<file path="config.mk">
export PLATFORM = sky130hd
export DESIGN_NAME = mem_bus_ctrl
export DESIGN_NICKNAME = d
export VERILOG_FILES = /design/src/rtl/mem_bus_ctrl.sv
export SDC_FILE = /design/constraint.sdc
export NUM_CORES = 1
export LEC_CHECK = 0
export ABC_AREA = 1
export BUFFER_PORTS_ARGS = -buffer_cell sky130_fd_sc_hd__buf_2
export CAP_MARGIN = 20
export CORE_AREA = 2 2 126 128
export CTS_BUF_LIST = sky130_fd_sc_hd__clkbuf_4 sky130_fd_sc_hd__clkbuf_8 sky130_fd_sc_hd__clkbuf_16
export DETAILED_ROUTE_END_ITERATION = 10
export DIE_AREA = 0 0 128 130
export PLACE_DENSITY = 0.67
export SKIP_LAST_GASP = 1
export SLEW_MARGIN = 10
export SYNTH_ARGS = -nofsm -noshare
export SYNTH_HDL_FRONTEND = slang
export SYNTH_SLANG_ARGS = --single-unit
</file>
<file path="constraint.sdc">
create_clock -name clk -period 4.9 [get_ports clk]
set_clock_uncertainty 0.2 [all_clocks]
set_input_delay 1.225 -clock clk [delete_from_list [all_inputs] [get_ports clk]]
set_output_delay 1.225 -clock clk [all_outputs]
set_load 0.02 [all_outputs]
</file>
<file path="src/rtl/mem_bus_ctrl.sv">
// Memory-stage bus master: turns a load/store flag into one bus transaction and stalls the pipe until it finishes.
// Latency: flag cycle + at least one REQ cycle. Aborts after TIMEOUT REQ cycles without ack; DONE waits out stall_hold.
module mem_bus_ctrl #(
  parameter int unsigned TIMEOUT = 255
) (
  input  logic        clk,
  input  logic        rst,
  input  logic        mem_read_flag_in,
  input  logic        mem_write_flag_in,
  input  logic        mem_sign_flag_in,
  input  logic [3:0]  mem_sel_in,
  input  logic [31:0] mem_write_data_in,
  input  logic [31:0] result_in,
  input  logic        reg_write_en_in,
  input  logic [4:0]  reg_write_addr_in,
  input  logic [31:0] current_pc_addr_in,
  input  logic        stall_hold,
  output logic        bus_req,
  output logic        bus_we,
  output logic [31:0] bus_addr,
  output logic [3:0]  bus_be,
  output logic [31:0] bus_wdata,
  input  logic        bus_ack,
  input  logic [31:0] bus_rdata,
  output logic [31:0] ram_read_data_out,
  output logic        mem_read_flag_out,
  output logic        mem_write_flag_out,
  output logic        mem_sign_flag_out,
  output logic [3:0]  mem_sel_out,
  output logic [31:0] result_out,
  output logic        reg_write_en_out,
  output logic [4:0]  reg_write_addr_out,
  output logic [31:0] current_pc_addr_out,
  output logic        stall_request,
  output logic        bus_error
);

  typedef enum logic [1:0] {IDLE, REQ, DONE} state_t;

  // Timeout fires in the REQ cycle whose missing ack would bring the count to TIMEOUT.
  localparam logic [7:0] WAIT_LIMIT = 8'(TIMEOUT - 1);

  state_t      state_q, state_d;
  logic [7:0]  wait_cnt_q;
  logic [31:0] addr_q, wdata_q, rdata_q;
  logic [3:0]  be_q;
  logic        we_q;
  logic        err_q;
  logic        mem_access;
  logic        timeout_hit;

  assign mem_access  = mem_read_flag_in | mem_write_flag_in;
  assign timeout_hit = (state_q == REQ) && !bus_ack && (wait_cnt_q == WAIT_LIMIT);

  // Read+write together is treated as a store, so the read flag is masked downstream.
  assign mem_read_flag_out   = mem_read_flag_in & ~mem_write_flag_in;
  assign mem_write_flag_out  = mem_write_flag_in;
  assign mem_sign_flag_out   = mem_sign_flag_in;
  assign mem_sel_out         = mem_sel_in;
  assign result_out          = result_in;
  assign reg_write_en_out    = reg_write_en_in;
  assign reg_write_addr_out  = reg_write_addr_in;
  assign current_pc_addr_out = current_pc_addr_in;

  assign stall_request     = ((state_q == IDLE) && mem_access) || (state_q == REQ);
  assign bus_req           = (state_q == REQ);
  assign bus_we            = we_q;
  assign bus_addr          = addr_q;
  assign bus_be            = be_q;
  assign bus_wdata         = wdata_q;
  assign ram_read_data_out = rdata_q;
  assign bus_error         = err_q;

  always_comb begin
    state_d = state_q;
    case (state_q)
      IDLE:    if (mem_access) state_d = REQ;
      REQ:     if (bus_ack || timeout_hit) state_d = DONE;
      DONE:    if (!stall_hold) state_d = IDLE;
      default: state_d = IDLE;
    endcase
  end

  always_ff @(posedge clk or negedge rst) begin
    if (!rst) begin
      state_q    <= IDLE;
      wait_cnt_q <= 8'd0;
      addr_q     <= 32'd0;
      wdata_q    <= 32'd0;
      be_q       <= 4'd0;
      we_q       <= 1'b0;
      rdata_q    <= 32'd0;
      err_q      <= 1'b0;
    end else begin
      state_q <= state_d;
      err_q   <= 1'b0;
      case (state_q)
        IDLE: begin
          if (mem_access) begin
            addr_q     <= {result_in[31:2], 2'b00};
            be_q       <= mem_sel_in;
            wdata_q    <= mem_write_data_in;
            we_q       <= mem_write_flag_in;
            wait_cnt_q <= 8'd0;
          end
        end
        REQ: begin
          if (bus_ack) begin
            rdata_q <= we_q ? 32'd0 : bus_rdata;
          end else if (timeout_hit) begin
            rdata_q <= 32'd0;
            err_q   <= 1'b1;
          end else begin
            wait_cnt_q <= wait_cnt_q + 8'd1;
          end
        end
        default: ;
      endcase
    end
  end

endmodule

</file>
Yosys cells after proc, flatten, opt, wreduce, memory -nomap -nowiden
Cells that the tools add are included.

operators by class
  reduce and logical (&&, ||, !) cells = 13
  bitwise gates (word level) = 3
  eq/ne operators = 8
  multiplexer cells = 14
  $add $sub $neg = 1

operators by type and width
  cell                                                                     number
  32-bit 2-to-1 mux                                                        3
  8-bit 2-to-1 mux                                                         3
  8-bit case mux with 2 select lines                                       1
  8-bit by 1-bit adder with 8-bit output, second input constant            1
  8-bit equality test, second input constant                               1
  2-bit inequality test, second input constant                             4
  2-bit 2-to-1 mux                                                         3
  2-bit case mux with 3 select lines                                       1
  2-bit AND reduction                                                      2
  4-bit AND reduction                                                      1
  2-bit nonzero test                                                       2
  1-bit logical AND                                                        3
  1-bit 2-to-1 mux                                                         3
  3-bit AND reduction                                                      1
  2-bit by 1-bit equality test with 1-bit output, second input constant    1
  2-bit equality test, second input constant                               1
  2-bit zero test                                                          1
  1-bit logical OR                                                         2
  2-bit by 1-bit inequality test with 1-bit output, second input constant  1
  1-bit bitwise AND                                                        1
  1-bit zero test                                                          1
  1-bit inverter                                                           1
  1-bit OR                                                                 1

word-level totals
  word-level logic and storage cells = 47
  flip-flop bits (word level) = 110
  output and inout port bits = 181
  input bits = 145

Depth between registers and ports, before layout
  word-level depth = 6
  gate-level depth with buffers = 10
  mapped depth without buffers = 9

Worst setup path after synthesis
Ideal clock, no wire load.

  path type = input to output
  start point = input mem_read_flag_in
  end point = output stall_request
  buffers on the path = 2
  path slack = 1.475 ns
  stages = 6
  required time = 3.475 ns
  arrival time = 2.000 ns
  path through = nor2_1 nor2_4 inv_2 buf_6 buf_2 nand2_1

on the way
  longest elaborated chain between the ends = 3

ends and longest elaborated chain
  what               line  RTL
  start, declared    8     input logic mem_read_flag_in,
  1-bit OR           52    assign mem_access = mem_read_flag_in | mem_write_flag_in;
  1-bit logical AND  65    assign stall_request = ((state_q == IDLE) && mem_access) || (state_q == REQ);
  1-bit logical OR   65
  end, declared      34    output logic stall_request,

No other way between the ends.

Worst setup path after layout
  start point = input mem_write_flag_in
  end point = output stall_request

on the way
  longest elaborated chain between the ends = 3

ends and longest elaborated chain
  what               line  RTL
  start, declared    9     input logic mem_write_flag_in,
  1-bit OR           52
  1-bit logical AND  65
  1-bit logical OR   65

No other way between the ends.

==> impl_metrics.prom <==
# TYPE chip_impl_metric gauge
chip_impl_metric{name="largest_net_degree_at_the_start_of_global_routing",unit=""} 70
chip_impl_info{name="critical_path.cell_chain",value="buf_2, nor2_1, nor2_4, inv_2, nand2_1, buf_2"} 1
chip_impl_metric{name="area.sequential",unit="sq um"} 2753
chip_impl_metric{name="timing.final.ws_setup",unit="ns"} 1.568
chip_impl_metric{name="top_level_ports",unit=""} 326
chip_impl_metric{name="core_area",unit="sq um"} 15420
chip_impl_metric{name="yosys_warnings",unit=""} 0
chip_impl_info{name="path_common_cell",value="sky130_fd_sc_hd__buf_2"} 1
chip_impl_metric{name="setup_tns",unit="ns"} 0
chip_impl_info{name="criticalPathCategory",value="in -> out"} 1
chip_impl_metric{name="syn_area_per_cell",unit="sq um"} 8.931
chip_impl_metric{name="timing.final.setup_violations",unit=""} 0
chip_impl_info{name="worst_r2r_end",value="ram_read_data_out[0]"} 1
chip_impl_info{name="hp-start",value="bus_addr[18]"} 1
chip_impl_info{name="outcome",value="completed"} 1
chip_impl_metric{name="drive_above_1_share",unit="%"} 40.78
chip_impl_metric{name="first_global_vias",unit=""} 4085
chip_impl_info{name="tritoncts",value="built"} 1
chip_impl_info{name="holdCritPathClass",value="reg -> reg"} 1
chip_impl_metric{name="timing.hold.worst_path_depth",unit=""} 2
chip_impl_metric{name="finalWeightedCongestion",unit=""} 0.7374
chip_impl_metric{name="syn_area",unit="sq um"} 5296
chip_impl_metric{name="drt-pass1-iter-count",unit=""} 4
chip_impl_metric{name="final-hold-violation-count",unit=""} 0
chip_impl_metric{name="flow.area_growth_from_synthesis",unit="%"} 19.87
chip_impl_metric{name="place_ws",unit="ns"} 1.541
chip_impl_info{name="hold-path-endpoint",value="bus_addr[18]"} 1
chip_impl_info{name="mostFrequentLayoutCells",value="sky130_fd_sc_hd__nand2_1 (257), sky130_fd_sc_hd__buf_2 (240), sky130_fd_sc_hd__dfrtp_1 (110), sky130_fd_sc_hd__nand4_1 (32), sky130_fd_sc_hd__nand3_2 (28)"} 1
chip_impl_metric{name="routed_wire_length_per_instance",unit="microns"} 14.63
chip_impl_metric{name="leakagePower",unit="uW"} 0.003676
chip_impl_metric{name="worst-slew-pin-transition",unit="ns"} 0.9364
chip_impl_info{name="crit_path_end_kind",value="output pin"} 1
chip_impl_metric{name="postCtsResizedCells",unit=""} 0
chip_impl_metric{name="power.share.combinational",unit="%"} 46.3
chip_impl_metric{name="critPathMaxStageDelay",unit="ns"} 0.21
chip_impl_metric{name="p_sw_share",unit="%"} 45.40
chip_impl_metric{name="drt_iter0_markers",unit=""} 218
chip_impl_metric{name="critPathBufInv",unit=""} 3
chip_impl_metric{name="multi_input_comb_area",unit="sq um"} 1742
chip_impl_metric{name="cts-buffers-inserted",unit=""} 9
chip_impl_info{name="grt_setup_unrepaired",value="false"} 1
chip_impl_metric{name="die_x",unit="microns"} 128
chip_impl_metric{name="part_of_the_yosys_area_used_for_sequential_elements",unit="%"} 51.97
chip_impl_metric{name="timing.final.max_slew_violations",unit=""} 0
chip_impl_info{name="synthTopCellsByArea",value="sky130_fd_sc_hd__dfrtp_1 (52%), sky130_fd_sc_hd__nand2_1 (18%), sky130_fd_sc_hd__buf_4 (12%)"} 1
chip_impl_metric{name="irDropWorstVdd",unit="V"} 0.0003352
chip_impl_metric{name="stages_on_the_worst_setup_path",unit=""} 6
chip_impl_metric{name="intPower",unit="uW"} 2359
chip_impl_metric{name="time_the_worst_path_needs_with_i_o_delays_and_setup",unit="ns"} 3.332
chip_impl_metric{name="critPathMaxFanout",unit=""} 4
chip_impl_metric{name="clock_power_share",unit="%"} 17.5
chip_impl_metric{name="cts-hold-fix-buffers",unit=""} 0
chip_impl_metric{name="antenna_found_initial",unit=""} 0
chip_impl_metric{name="rrSetupSlack",unit="ns"} 2.43
chip_impl_metric{name="min_period_over_period",unit="%"} 68.00
chip_impl_metric{name="clk_path_buf_depth",unit=""} 2
chip_impl_info{name="library_cell_used_as_clock_root_buffer",value="sky130_fd_sc_hd__clkbuf_16"} 1
chip_impl_metric{name="dieArea",unit="sq um"} 16640
chip_impl_metric{name="postCtsSetupBuffers",unit=""} 0
chip_impl_metric{name="grt.overflow.total",unit=""} 0
chip_impl_info{name="crit_family",value="simple AND/OR/NAND/NOR gates"} 1
chip_impl_metric{name="share_seq_of_total_power",unit="%"} 36.2
chip_impl_metric{name="timing.max_cap.violations",unit=""} 0
chip_impl_info{name="critPathLaunchType",value="primary input"} 1
chip_impl_metric{name="r2r.worst_path.cells",unit=""} 6
chip_impl_info{name="worstReg2RegStart",value="state_q[1]"} 1
chip_impl_metric{name="slew_headroom",unit="%"} 37.35
chip_impl_metric{name="synthesis.instances",unit=""} 593
chip_impl_metric{name="route.vias.total",unit=""} 4313
chip_impl_metric{name="h-tree-depth",unit=""} 3
chip_impl_metric{name="final_antenna_net_count",unit=""} 0
chip_impl_metric{name="drc",unit=""} 0
chip_impl_metric{name="yosys.cell_types.count",unit=""} 23
chip_impl_metric{name="clk_pin_slew_worst_paths",unit="ns"} 0.07
chip_impl_metric{name="fillerInstances",unit=""} 1600
chip_impl_metric{name="via_per_inst",unit=""} 4.588
chip_impl_metric{name="synth.ff_latch_count",unit=""} 110
chip_impl_metric{name="floorplan.die.height",unit="microns"} 130
chip_impl_metric{name="fmax",unit="MHz"} 300.1
chip_impl_info{name="final_common_cell",value="sky130_fd_sc_hd__nand2_1"} 1
chip_impl_metric{name="p_switching",unit="uW"} 1961
chip_impl_metric{name="crit_required",unit="ns"} 3.47
chip_impl_metric{name="place.port_buffers",unit=""} 241
chip_impl_metric{name="grt_usage",unit="%"} 16.40
chip_impl_metric{name="critPathArrivalTime",unit="ns"} 1.91
chip_impl_metric{name="netlist.area_leader.share",unit="%"} 51.97
chip_impl_info{name="timing.critical_path.slowest_stage_cell",value="sky130_fd_sc_hd__nor2_1"} 1
chip_impl_metric{name="pd_cells",unit="nW/um^2"} 680.5
chip_impl_metric{name="std_cell_rows",unit=""} 46
chip_impl_metric{name="diodes",unit=""} 0
chip_impl_metric{name="initial_utilization",unit="%"} 34.34
chip_impl_metric{name="tritoncts_num_sinks",unit=""} 110
chip_impl_metric{name="hpwlAfterDp",unit="microns"} 9542
chip_impl_metric{name="grt_first_pass_wirelength",unit="microns"} 21240
chip_impl_info{name="library_cell_with_the_largest_summed_area_after_synthesis",value="sky130_fd_sc_hd__dfrtp_1"} 1
chip_impl_metric{name="clock_latency_late_sink",unit="ns"} 0.35
chip_impl_metric{name="drt-total-wl",unit="microns"} 13750
chip_impl_metric{name="fin_nets",unit=""} 890
## final cells by class
cell class / instances / area share [%]
Multi-Input combinational cell: 365 / 27.43
Inverter: 11 / 0.6701
Timing Repair Buffer: 246 / 19.94
Clock inverter: 6 / 1.045
Sequential cell: 110 / 43.36
Tap cell: 192 / 3.784
Clock buffer: 10 / 3.764
## cells by family after synthesis
family / after synthesis / synth area share [%]
compound gates: 6 / 0.7796
xor+xnor: 3 / 0.4962
fa+ha+maj: 2 / 0.4724
buf+inv: 119 / 15.21
flops: 110 / 51.97
other cells: 1 / 0.07080
simple gates: 352 / 30.99
## power by group through the flow
stage                     logic, uW  registers, uW  clock network (uW)
after floorplan                 895           2070                   0
after CTS                      2010           1570                 784
final                          2000           1560                 757
after global placement         1980           1570                   0
after detailed placement       2020           1570                   0
after global routing           2210           1620                 820
## worst max path at each step
stage	slack, ns	end	startpoint
6_report	1.57	stall_request	mem_write_flag_in
5_1_grt	1.49	stall_request	mem_write_flag_in
4_1_cts	1.53	stall_request	mem_write_flag_in
3_5_place_dp	1.54	stall_request	mem_write_flag_in
3_3_place_gp	1.54	stall_request	mem_write_flag_in
2_1_floorplan	1.47	stall_request	mem_read_flag_in
## sequential cells by signal, indices dropped and copies added (netlist names)
register / flops
bus_be: 4
bus_we: 1
bus_wdata: 32
wait_cnt_q: 8
bus_addr: 30
state_q: 2
ram_read_data_out: 32
bus_error: 1
## Yosys cell counts
cell and instances:
sky130_fd_sc_hd__nand2_1 257, sky130_fd_sc_hd__dfrtp_1 110, sky130_fd_sc_hd__buf_4 82, sky130_fd_sc_hd__nand4_1 32, sky130_fd_sc_hd__nand3_2 28, sky130_fd_sc_hd__buf_2 16
sky130_fd_sc_hd__nand3_1 14, sky130_fd_sc_hd__nor2_1 12, sky130_fd_sc_hd__clkbuf_1 6, sky130_fd_sc_hd__inv_1 6, sky130_fd_sc_hd__buf_6 4, sky130_fd_sc_hd__inv_2 4
sky130_fd_sc_hd__nand2_2 4, sky130_fd_sc_hd__nor2_4 3, sky130_fd_sc_hd__o21ai_0 3, sky130_fd_sc_hd__ha_1 2, sky130_fd_sc_hd__nand2_4 2, sky130_fd_sc_hd__o21ai_1 2
sky130_fd_sc_hd__xor2_1 2, sky130_fd_sc_hd__a21oi_4 1, sky130_fd_sc_hd__clkinv_2 1, sky130_fd_sc_hd__conb_1 1, sky130_fd_sc_hd__xnor2_1 1
## layer usage
layer	share of wire [%]	wire [microns]	up-vias	track usage, %
li1	-	-	2090	-
met1	43	5849	2007	20.45
met2	47	6494	199	26.61
met3	8.7	1200	17	5.494
met4	1.5	204	0	6.206
met5	0	0	-	0
## worst min-delay path, cell delays in order, from the launching register on
cell and delay [ns]:
sky130_fd_sc_hd__dfrtp_1 0.34, sky130_fd_sc_hd__nand2_1 0.05, sky130_fd_sc_hd__nand2_1 0.05
## per-stage QoR
step / instances / hold WS [ns] / instance area, sq um / utilization, % / total power [uW]
global placement: 923 / 0.2498 / 6016 / 39.00 / 3549
finish: 940 / 0.2658 / 6349 / 41.16 / 4321
detailed placement: 923 / 0.2528 / 6016 / 39.00 / 3590
global route: 940 / 0.2829 / 6349 / 41.16 / 4656
CTS: 939 / 0.2717 / 6321 / 40.98 / 4362
floorplan: 594 / 0.2749 / 5300 / - / 2961
(Power assumes the default switching activity.)
